`src/rtl/pn_ctrl_pkg.sv`:
```
// rtl/pn_ctrl_pkg.sv - shared widths, FSM and grant encodings for the synapse port arbiter
package pn_ctrl_pkg;

    localparam int AW = 7;
    localparam int DW = 32;

    typedef enum logic {
        IDLE,
        SPK_B
    } fsm_t;

    typedef enum logic [1:0] {
        G_NONE,
        G_CFG,
        G_SWU,
        G_SPK
    } grant_t;

    // SWU weights are 8-bit; the synapse word is zero-extended
    function automatic logic [DW-1:0] swu_word(input logic [7:0] w);
        return {{(DW-8){1'b0}}, w};
    endfunction

endpackage

```
`src/rtl/syn_port_arbiter_if.sv`:
```
// rtl/syn_port_arbiter_if.sv - requester and synapse-port bundle for the arbiter
interface syn_port_arbiter_if;

    logic                           cfg_valid;
    logic                           cfg_ready;
    logic [pn_ctrl_pkg::AW-1:0]     cfg_addr;
    logic [pn_ctrl_pkg::DW-1:0]     cfg_data;

    logic                           swu_en;
    logic [pn_ctrl_pkg::AW-1:0]     swu_addr;
    logic [7:0]                     swu_data;
    logic                           swu_full;
    logic                           swu_ovf;

    logic                           spk_valid;
    logic                           spk_ready;
    logic [2*pn_ctrl_pkg::AW-1:0]   spk_addr;

    logic                           syn_we;
    logic                           syn_re;
    logic [pn_ctrl_pkg::AW-1:0]     syn_addr;
    logic [pn_ctrl_pkg::DW-1:0]     syn_wdata;

    modport master (
        output cfg_valid, cfg_addr, cfg_data,
        output swu_en, swu_addr, swu_data,
        output spk_valid, spk_addr,
        input  cfg_ready, swu_full, swu_ovf, spk_ready,
        input  syn_we, syn_re, syn_addr, syn_wdata
    );

    modport slave (
        input  cfg_valid, cfg_addr, cfg_data,
        input  swu_en, swu_addr, swu_data,
        input  spk_valid, spk_addr,
        output cfg_ready, swu_full, swu_ovf, spk_ready,
        output syn_we, syn_re, syn_addr, syn_wdata
    );

endinterface

```
`src/rtl/syn_swu_fifo.sv`:
```
// rtl/syn_swu_fifo.sv - small synchronous FIFO buffering SWU address/weight pairs
module syn_swu_fifo #(
    parameter int W     = 15,
    parameter int DEPTH = 4
) (
    input  logic         clk,
    input  logic         rst,
    input  logic         push,
    input  logic         pop,
    input  logic [W-1:0] wdata,
    output logic [W-1:0] rdata,
    output logic         full,
    output logic         empty
);

    localparam int PW = $clog2(DEPTH);
    localparam logic [PW:0] FULL_CNT = (PW+1)'(DEPTH);

    logic [W-1:0]  mem [DEPTH];
    logic [PW-1:0] wr_ptr;
    logic [PW-1:0] rd_ptr;
    logic [PW:0]   count;
    logic [PW:0]   count_nxt;

    always_comb begin
        count_nxt = count;
        if (push && !pop) begin
            count_nxt = count + 1'b1;
        end else if (pop && !push) begin
            count_nxt = count - 1'b1;
        end
    end

    // full/empty are registered from the next count so the caller sees clean flags
    always_ff @(posedge clk) begin
        if (rst) begin
            wr_ptr <= '0;
            rd_ptr <= '0;
            count  <= '0;
            full   <= 1'b0;
            empty  <= 1'b1;
        end else begin
            if (push) begin
                wr_ptr <= wr_ptr + 1'b1;
            end
            if (pop) begin
                rd_ptr <= rd_ptr + 1'b1;
            end
            count <= count_nxt;
            full  <= (count_nxt == FULL_CNT);
            empty <= (count_nxt == '0);
        end
    end

    always_ff @(posedge clk) begin
        if (push) begin
            mem[wr_ptr] <= wdata;
        end
    end

    assign rdata = mem[rd_ptr];

endmodule

```
`src/rtl/syn_port_arbiter.sv`:
```
// rtl/syn_port_arbiter.sv - shares the synapse port between cfg writes, SWU writes and spike reads
module syn_port_arbiter
    import pn_ctrl_pkg::*;
#(
    parameter int SWU_DEPTH = 4,
    parameter int MAX_WAIT  = 8
) (
    input  logic               clk,
    input  logic               rst,
    syn_port_arbiter_if.slave  bus
);

    localparam int WW = $clog2(MAX_WAIT + 1);
    localparam logic [WW-1:0] WAIT_MAX = WW'(MAX_WAIT);

    fsm_t          state;
    grant_t        grant;
    logic [AW-1:0] b_addr;
    logic [WW-1:0] wait_cnt;
    logic          rr_swu;
    logic          forced;
    logic          push;
    logic          pop;
    logic          fifo_full;
    logic          fifo_empty;
    logic [AW+7:0] fifo_rdata;

    assign forced = bus.cfg_valid && (wait_cnt == WAIT_MAX);

    always_comb begin
        grant = G_NONE;
        if (state == IDLE) begin
            if (forced) begin
                grant = G_CFG;
            end else if (bus.spk_valid) begin
                grant = G_SPK;
            end else if (!fifo_empty && bus.cfg_valid) begin
                grant = rr_swu ? G_SWU : G_CFG;
            end else if (!fifo_empty) begin
                grant = G_SWU;
            end else if (bus.cfg_valid) begin
                grant = G_CFG;
            end
        end
    end

    assign bus.cfg_ready = (grant == G_CFG);
    assign bus.spk_ready = (grant == G_SPK);
    assign pop           = (grant == G_SWU);
    // a full FIFO can still take a push when the same cycle frees a slot
    assign push          = bus.swu_en && (!fifo_full || pop);
    assign bus.swu_full  = fifo_full;

    syn_swu_fifo #(
        .W     (AW + 8),
        .DEPTH (SWU_DEPTH)
    ) u_fifo (
        .clk   (clk),
        .rst   (rst),
        .push  (push),
        .pop   (pop),
        .wdata ({bus.swu_addr, bus.swu_data}),
        .rdata (fifo_rdata),
        .full  (fifo_full),
        .empty (fifo_empty)
    );

    always_ff @(posedge clk) begin
        if (rst) begin
            state         <= IDLE;
            b_addr        <= '0;
            wait_cnt      <= '0;
            rr_swu        <= 1'b1;
            bus.swu_ovf   <= 1'b0;
            bus.syn_we    <= 1'b0;
            bus.syn_re    <= 1'b0;
            bus.syn_addr  <= '0;
            bus.syn_wdata <= '0;
        end else begin
            bus.syn_we    <= 1'b0;
            bus.syn_re    <= 1'b0;
            bus.syn_addr  <= '0;
            bus.syn_wdata <= '0;

            if (bus.swu_en && fifo_full && !pop) begin
                bus.swu_ovf <= 1'b1;
            end

            if (!bus.cfg_valid || bus.cfg_ready) begin
                wait_cnt <= '0;
            end else if (wait_cnt != WAIT_MAX) begin
                wait_cnt <= wait_cnt + 1'b1;
            end

            if (grant == G_CFG) begin
                rr_swu <= 1'b1;
            end else if (grant == G_SWU) begin
                rr_swu <= 1'b0;
            end

            case (state)
                IDLE: begin
                    case (grant)
                        G_CFG: begin
                            bus.syn_we    <= 1'b1;
                            bus.syn_addr  <= bus.cfg_addr;
                            bus.syn_wdata <= bus.cfg_data;
                        end
                        G_SWU: begin
                            bus.syn_we    <= 1'b1;
                            bus.syn_addr  <= fifo_rdata[AW+7:8];
                            bus.syn_wdata <= swu_word(fifo_rdata[7:0]);
                        end
                        G_SPK: begin
                            bus.syn_re   <= 1'b1;
                            bus.syn_addr <= bus.spk_addr[AW-1:0];
                            // neuron B of 0 means a single-neuron spike
                            if (bus.spk_addr[2*AW-1:AW] != '0) begin
                                b_addr <= bus.spk_addr[2*AW-1:AW];
                                state  <= SPK_B;
                            end
                        end
                        default: ;
                    endcase
                end
                SPK_B: begin
                    bus.syn_re   <= 1'b1;
                    bus.syn_addr <= b_addr;
                    state        <= IDLE;
                end
                default: state <= IDLE;
            endcase
        end
    end

endmodule

```
`src/flat_wrapper.sv`:
```
// flat-port wrapper written by rule: the top's interface ports become plain ports
module syn_port_arbiter_flat import pn_ctrl_pkg::*;
#(
    parameter int SWU_DEPTH = 4,
    parameter int MAX_WAIT  = 8
)
  (clk, rst, bus_cfg_valid, bus_cfg_addr, bus_cfg_data, bus_swu_en, bus_swu_addr, bus_swu_data, bus_spk_valid, bus_spk_addr, bus_cfg_ready, bus_swu_full, bus_swu_ovf, bus_spk_ready, bus_syn_we, bus_syn_re, bus_syn_addr, bus_syn_wdata);
  syn_port_arbiter_if bus_i ();
  input  logic clk;
  input  logic rst;
  input wire logic [$bits(bus_i.cfg_valid)-1:0] bus_cfg_valid;
  input wire logic [$bits(bus_i.cfg_addr)-1:0] bus_cfg_addr;
  input wire logic [$bits(bus_i.cfg_data)-1:0] bus_cfg_data;
  input wire logic [$bits(bus_i.swu_en)-1:0] bus_swu_en;
  input wire logic [$bits(bus_i.swu_addr)-1:0] bus_swu_addr;
  input wire logic [$bits(bus_i.swu_data)-1:0] bus_swu_data;
  input wire logic [$bits(bus_i.spk_valid)-1:0] bus_spk_valid;
  input wire logic [$bits(bus_i.spk_addr)-1:0] bus_spk_addr;
  output wire logic [$bits(bus_i.cfg_ready)-1:0] bus_cfg_ready;
  output wire logic [$bits(bus_i.swu_full)-1:0] bus_swu_full;
  output wire logic [$bits(bus_i.swu_ovf)-1:0] bus_swu_ovf;
  output wire logic [$bits(bus_i.spk_ready)-1:0] bus_spk_ready;
  output wire logic [$bits(bus_i.syn_we)-1:0] bus_syn_we;
  output wire logic [$bits(bus_i.syn_re)-1:0] bus_syn_re;
  output wire logic [$bits(bus_i.syn_addr)-1:0] bus_syn_addr;
  output wire logic [$bits(bus_i.syn_wdata)-1:0] bus_syn_wdata;
  assign bus_i.cfg_valid = bus_cfg_valid;
  assign bus_i.cfg_addr = bus_cfg_addr;
  assign bus_i.cfg_data = bus_cfg_data;
  assign bus_i.swu_en = bus_swu_en;
  assign bus_i.swu_addr = bus_swu_addr;
  assign bus_i.swu_data = bus_swu_data;
  assign bus_i.spk_valid = bus_spk_valid;
  assign bus_i.spk_addr = bus_spk_addr;
  assign bus_cfg_ready = bus_i.cfg_ready;
  assign bus_swu_full = bus_i.swu_full;
  assign bus_swu_ovf = bus_i.swu_ovf;
  assign bus_spk_ready = bus_i.spk_ready;
  assign bus_syn_we = bus_i.syn_we;
  assign bus_syn_re = bus_i.syn_re;
  assign bus_syn_addr = bus_i.syn_addr;
  assign bus_syn_wdata = bus_i.syn_wdata;
  syn_port_arbiter #(.SWU_DEPTH(SWU_DEPTH), .MAX_WAIT(MAX_WAIT)) u_core (.clk(clk), .rst(rst), .bus(bus_i));
endmodule
```
`config.mk`:
```
export PLATFORM = sky130hd
export DESIGN_NAME = syn_port_arbiter_flat
export DESIGN_NICKNAME = d
export VERILOG_FILES = /design/src/rtl/pn_ctrl_pkg.sv /design/src/rtl/syn_port_arbiter_if.sv /design/src/rtl/syn_swu_fifo.sv /design/src/rtl/syn_port_arbiter.sv /design/src/flat_wrapper.sv
export SDC_FILE = /design/constraint.sdc
export NUM_CORES = 1
export LEC_CHECK = 0
export CORE_MARGIN = 2
export CORE_UTILIZATION = 52
export DETAILED_ROUTE_END_ITERATION = 7
export HOLD_SLACK_MARGIN = 0.1
export PLACE_DENSITY = 0.91
export RECOVER_POWER = 25
export SYNTH_ARGS = -nofsm -noshare
export SYNTH_HDL_FRONTEND = slang
export SYNTH_SLANG_ARGS = --single-unit
```
`constraint.sdc`:
```
create_clock -name clk -period 5.5 [get_ports clk]
set_input_delay 1.375 -clock clk [delete_from_list [all_inputs] [get_ports clk]]
set_output_delay 1.375 -clock clk [all_outputs]
set_load 0.02 [all_outputs]
```
==> metrics.cfg <==
[status]
run_status = finished, final reports clean

[cts]
cts_made_buffers = 17
ctsResizeCount = 0
cts_max_level = 4
cts_tree = built
cts_sinks = 126
clock-root-buffer = sky130_fd_sc_hd__clkbuf_8
later_pin_clock_latency_in_the_skew_report_ns = 0.51
post_cts_hold_buffer_count = 0
clk_path_buf_depth = 2
cts_setup_buffers = 0
clk_pin_slew_ns = 0.06

[timing]
final_hold_viol_count = 0
min_period_over_period_pct = 88.7
finalSetupViolCount = 0
max_freq_ghz = 0.205
finalMaxSlewViolations = 0
max-slew-margin-rel_pct = 33.3
max_slew.worst_pin.slew_ns = 1.00
fin_tns_setup_ns = 0
skew_ns = 0.00511
period_minus_slack_ns = 4.88
worst_hold_slack_ns = 0.486
rsz0062_at_grt = false
finalWorstSetupSlack_ns = 0.621

[global_routing]
grt_remaining_overflow = 0
grt_use_total_pct = 21.2
largest_net_degree_at_the_start_of_global_routing = 41
first_global_vias = 3299
grt_antenna_before_repair = 0
grt_first_pass_wirelength_mm = 15.9

[synthesis]
netlist_instances = 342
postSynthAreaPerCell_um2 = 13.7
dominant_combinational_cell_family_by_area_after_synthesis = simple AND/OR/NAND/NOR gates
proportion_of_netlist_area_held_by_the_largest_area_contributor_pct = 38.5
synth-compound-area-share_pct = 7.70
synth-main-ff-cell = sky130_fd_sc_hd__dfxtp_1
synth_enable_flop_cells = 60
synth_fa_ha_area_share_pct = 3.21
synthDistinctLibCells = 38
synth_most_common_cell = sky130_fd_sc_hd__dfxtp_1
postSynthRegisterBits = 126
synth_area_in_xor_xnor_pct = 1.68
synth_area_leaders = sky130_fd_sc_hd__edfxtp_1 38%, sky130_fd_sc_hd__dfxtp_1 28%, sky130_fd_sc_hd__mux2_2 4.1%
synth_top_cells_by_count = 66 x sky130_fd_sc_hd__dfxtp_1, 60 x sky130_fd_sc_hd__edfxtp_1, 35 x sky130_fd_sc_hd__nor2_1
syn_area_um2 = 4680
share_of_synthesized_area_spent_on_multiplexers_pct = 7.67
synth_sequential_area_ratio_pct = 66.7
synth_largest_area_cell = sky130_fd_sc_hd__edfxtp_1
synth.yosys.warnings = 0
synth_simple_gate_area_share_pct = 10.4
synth_nets = 427
ys_async_sr_fraction_pct = 0

[drt]
detailedRoute.firstIterationViolations = 312
routed_wirelength_mm = 10.3
routed_wire_length_per_instance_um = 17.6
drc_errors = 0
drt-pass1-iter-count = 8
detail-route-antenna-nets = 0
avgViaCountPerCell = 5.48
via_count = 3190

[finish]
layout-drive-gt1-share_pct = 13.5
layout-area-overhead-vs-synth_pct = 38.5
utilization_pct = 74.3
final_net_count = 546
antenna_cells = 0

[pwr]
p_int_uw = 1960
power.total_uw = 2720
peakVddDrop_v = 0.000246
power_switching_share_pct = 28.0
power_density_nw_per_um2 = 420
pwr-share-comb_pct = 20.4
netSwitchingPower_uw = 763
seq_power_share_pct = 42.1
leakage_uw = 0.00244
clock_share_of_power_pct = 37.5

[place]
place_ws_ns = 0.639
dp_hpwl_mm = 6.99
io_buffers = 117
gpl.final_weighted_congestion = 0.783

[critical_path]
path_cells = clkdlybuf4s50_1, o21ai_0, a221o_1, inv_1, ha_1, clkdlybuf4s50_1
cp.arrival_ns = 3.50
critical_path.max_stage_delay_ns = 0.69
crit_fanout = 10
cp-start-kind = input pin
timing.setup.critical_path_class = in -> out
critical_path.top_delay_family = buffers and inverters
worstPathRequired_ns = 4.12
cpMaxStageDelayCell = sky130_fd_sc_hd__clkdlybuf4s50_1
critical_path_buf_inv_count = 3
crit_top_cell = sky130_fd_sc_hd__clkdlybuf4s50_1
setup.worst_path.end_class = primary output

[floorplan]
die_h_um = 98.9
initial_core_util_pct = 53.7
rows = 34
coreArea_um2 = 8720
io_pins = 118
area_enclosed_by_the_die_boundary_um2 = 9780
horiz_die_dim_um = 98.9

[min_path]
hold_class = reg -> reg

[run]
max_cap_violations = 0

## cells by family (layout without fill, tap and decap cells)
group,Yosys count,count (layout)
compound gates,44,44
xor+xnor,9,9
fa+ha+maj,12,12
buf+inv,31,163
flops,126,126
mux,25,25
simple gates,95,95
## path summary, 6_finish.rpt
check / from / end / slack [ns] / cells after the start
max reg2reg: u_core.wait_cnt[0] / u_core.u_fifo.mem[0][0] / 2.32 / 10
min reg2reg: u_core.b_addr[2] / u_core.bus.syn_addr[2] / 0.49 / 2
max: bus_spk_valid / bus_spk_ready / 0.62 / 6
min: u_core.b_addr[2] / u_core.bus.syn_addr[2] / 0.49 / 2
## stage by stage
step                instances  instance area [um^2]
floorplan                 342                  4680
global placement          550                  5930
detailed placement        550                  5930
CTS                       582                  6480
global route              582                  6480
finish                    582                  6480
## state kept, by name (all words and copies together) (netlist names), named ones only
| name | count |
|---|---|
| u_core.wait_cnt | 4 |
| u_core.rr_swu | 1 |
| u_core.bus.syn_addr | 7 |
| u_core.u_fifo.mem | 60 |
| u_core.bus.syn_wdata | 32 |
| u_core.bus.syn_we | 1 |
| u_core.state | 1 |
| u_core.u_fifo.count | 3 |
| u_core.u_fifo.empty | 1 |
| u_core.b_addr | 7 |
| u_core.u_fifo.rd_ptr | 2 |
| u_core.u_fifo.full | 1 |
| u_core.bus.swu_ovf | 1 |
| u_core.bus.syn_re | 1 |
| u_core.u_fifo.wr_ptr | 2 |
## layout by cell type (no fill, tap or decap), types with 3 or more instances in the layout
| cell type | netlist | routed |
|---|---|---|
| sky130_fd_sc_hd__a222oi_1 | 15 | 15 |
| sky130_fd_sc_hd__dfxtp_1 | 66 | 66 |
| sky130_fd_sc_hd__clkbuf_16 | 0 | 16 |
| sky130_fd_sc_hd__buf_4 | 0 | 3 |
| sky130_fd_sc_hd__and3_1 | 28 | 28 |
| sky130_fd_sc_hd__mux2_2 | 17 | 17 |
| sky130_fd_sc_hd__nand2_1 | 13 | 13 |
| sky130_fd_sc_hd__clkdlybuf4s50_1 | 0 | 102 |
| sky130_fd_sc_hd__clkinv_4 | 0 | 4 |
| sky130_fd_sc_hd__xnor2_1 | 5 | 5 |
| sky130_fd_sc_hd__a21oi_1 | 4 | 4 |
| sky130_fd_sc_hd__mux4_2 | 7 | 7 |
| sky130_fd_sc_hd__ha_1 | 12 | 12 |
| sky130_fd_sc_hd__nor2b_1 | 3 | 3 |
| sky130_fd_sc_hd__nor2_1 | 35 | 35 |
| sky130_fd_sc_hd__inv_6 | 0 | 4 |
| sky130_fd_sc_hd__o21ai_0 | 9 | 9 |
| sky130_fd_sc_hd__xor2_1 | 4 | 4 |
| sky130_fd_sc_hd__clkinvlp_4 | 0 | 3 |
| sky130_fd_sc_hd__inv_1 | 11 | 11 |
| sky130_fd_sc_hd__edfxtp_1 | 60 | 60 |
| sky130_fd_sc_hd__dlygate4sd3_1 | 0 | 15 |
| sky130_fd_sc_hd__a22oi_1 | 7 | 7 |
## cell type report
type | instances | area (um^2)
inverter | 11 | 41.3
fill | 544 | 2240
multi-input combinational | 185 | 1440
timing repair buffer | 120 | 1190
tap | 108 | 135
clock inverter | 15 | 138
sequential | 126 | 3120
clock buffer | 17 | 414
## power groups by stage
| stage | clock network, uW | registers (uW) | logic (uW) |
|---|---|---|---|
| 2_1_floorplan | 0 | 1190 | 300 |
| 3_3_place_gp | 0 | 1160 | 539 |
| 3_5_place_dp | 0 | 1170 | 557 |
| 4_1_cts | 1030 | 1150 | 562 |
| 5_1_grt | 1080 | 1160 | 599 |
| 6_report | 1020 | 1150 | 557 |
## worst register-to-register path, stage by stage, from the launching register on
cell and delay [ns]:
sky130_fd_sc_hd__dfxtp_1 0.38, sky130_fd_sc_hd__inv_1 0.06, sky130_fd_sc_hd__ha_1 0.20, sky130_fd_sc_hd__nand3b_1 0.20
sky130_fd_sc_hd__o21ai_0 0.13, sky130_fd_sc_hd__a221o_1 0.35, sky130_fd_sc_hd__inv_1 0.09, sky130_fd_sc_hd__ha_1 0.14
sky130_fd_sc_hd__buf_4 0.23, sky130_fd_sc_hd__nand2b_1 0.29, sky130_fd_sc_hd__and3_1 0.74
## metal layers
metal  GRT usage [%]  wire, um
met1            25.5      4210
met3            7.09       646
met4            9.27       252
met2            35.0      5160
met5               0         0
No activity file was read; power rests on OpenSTA's default activity.
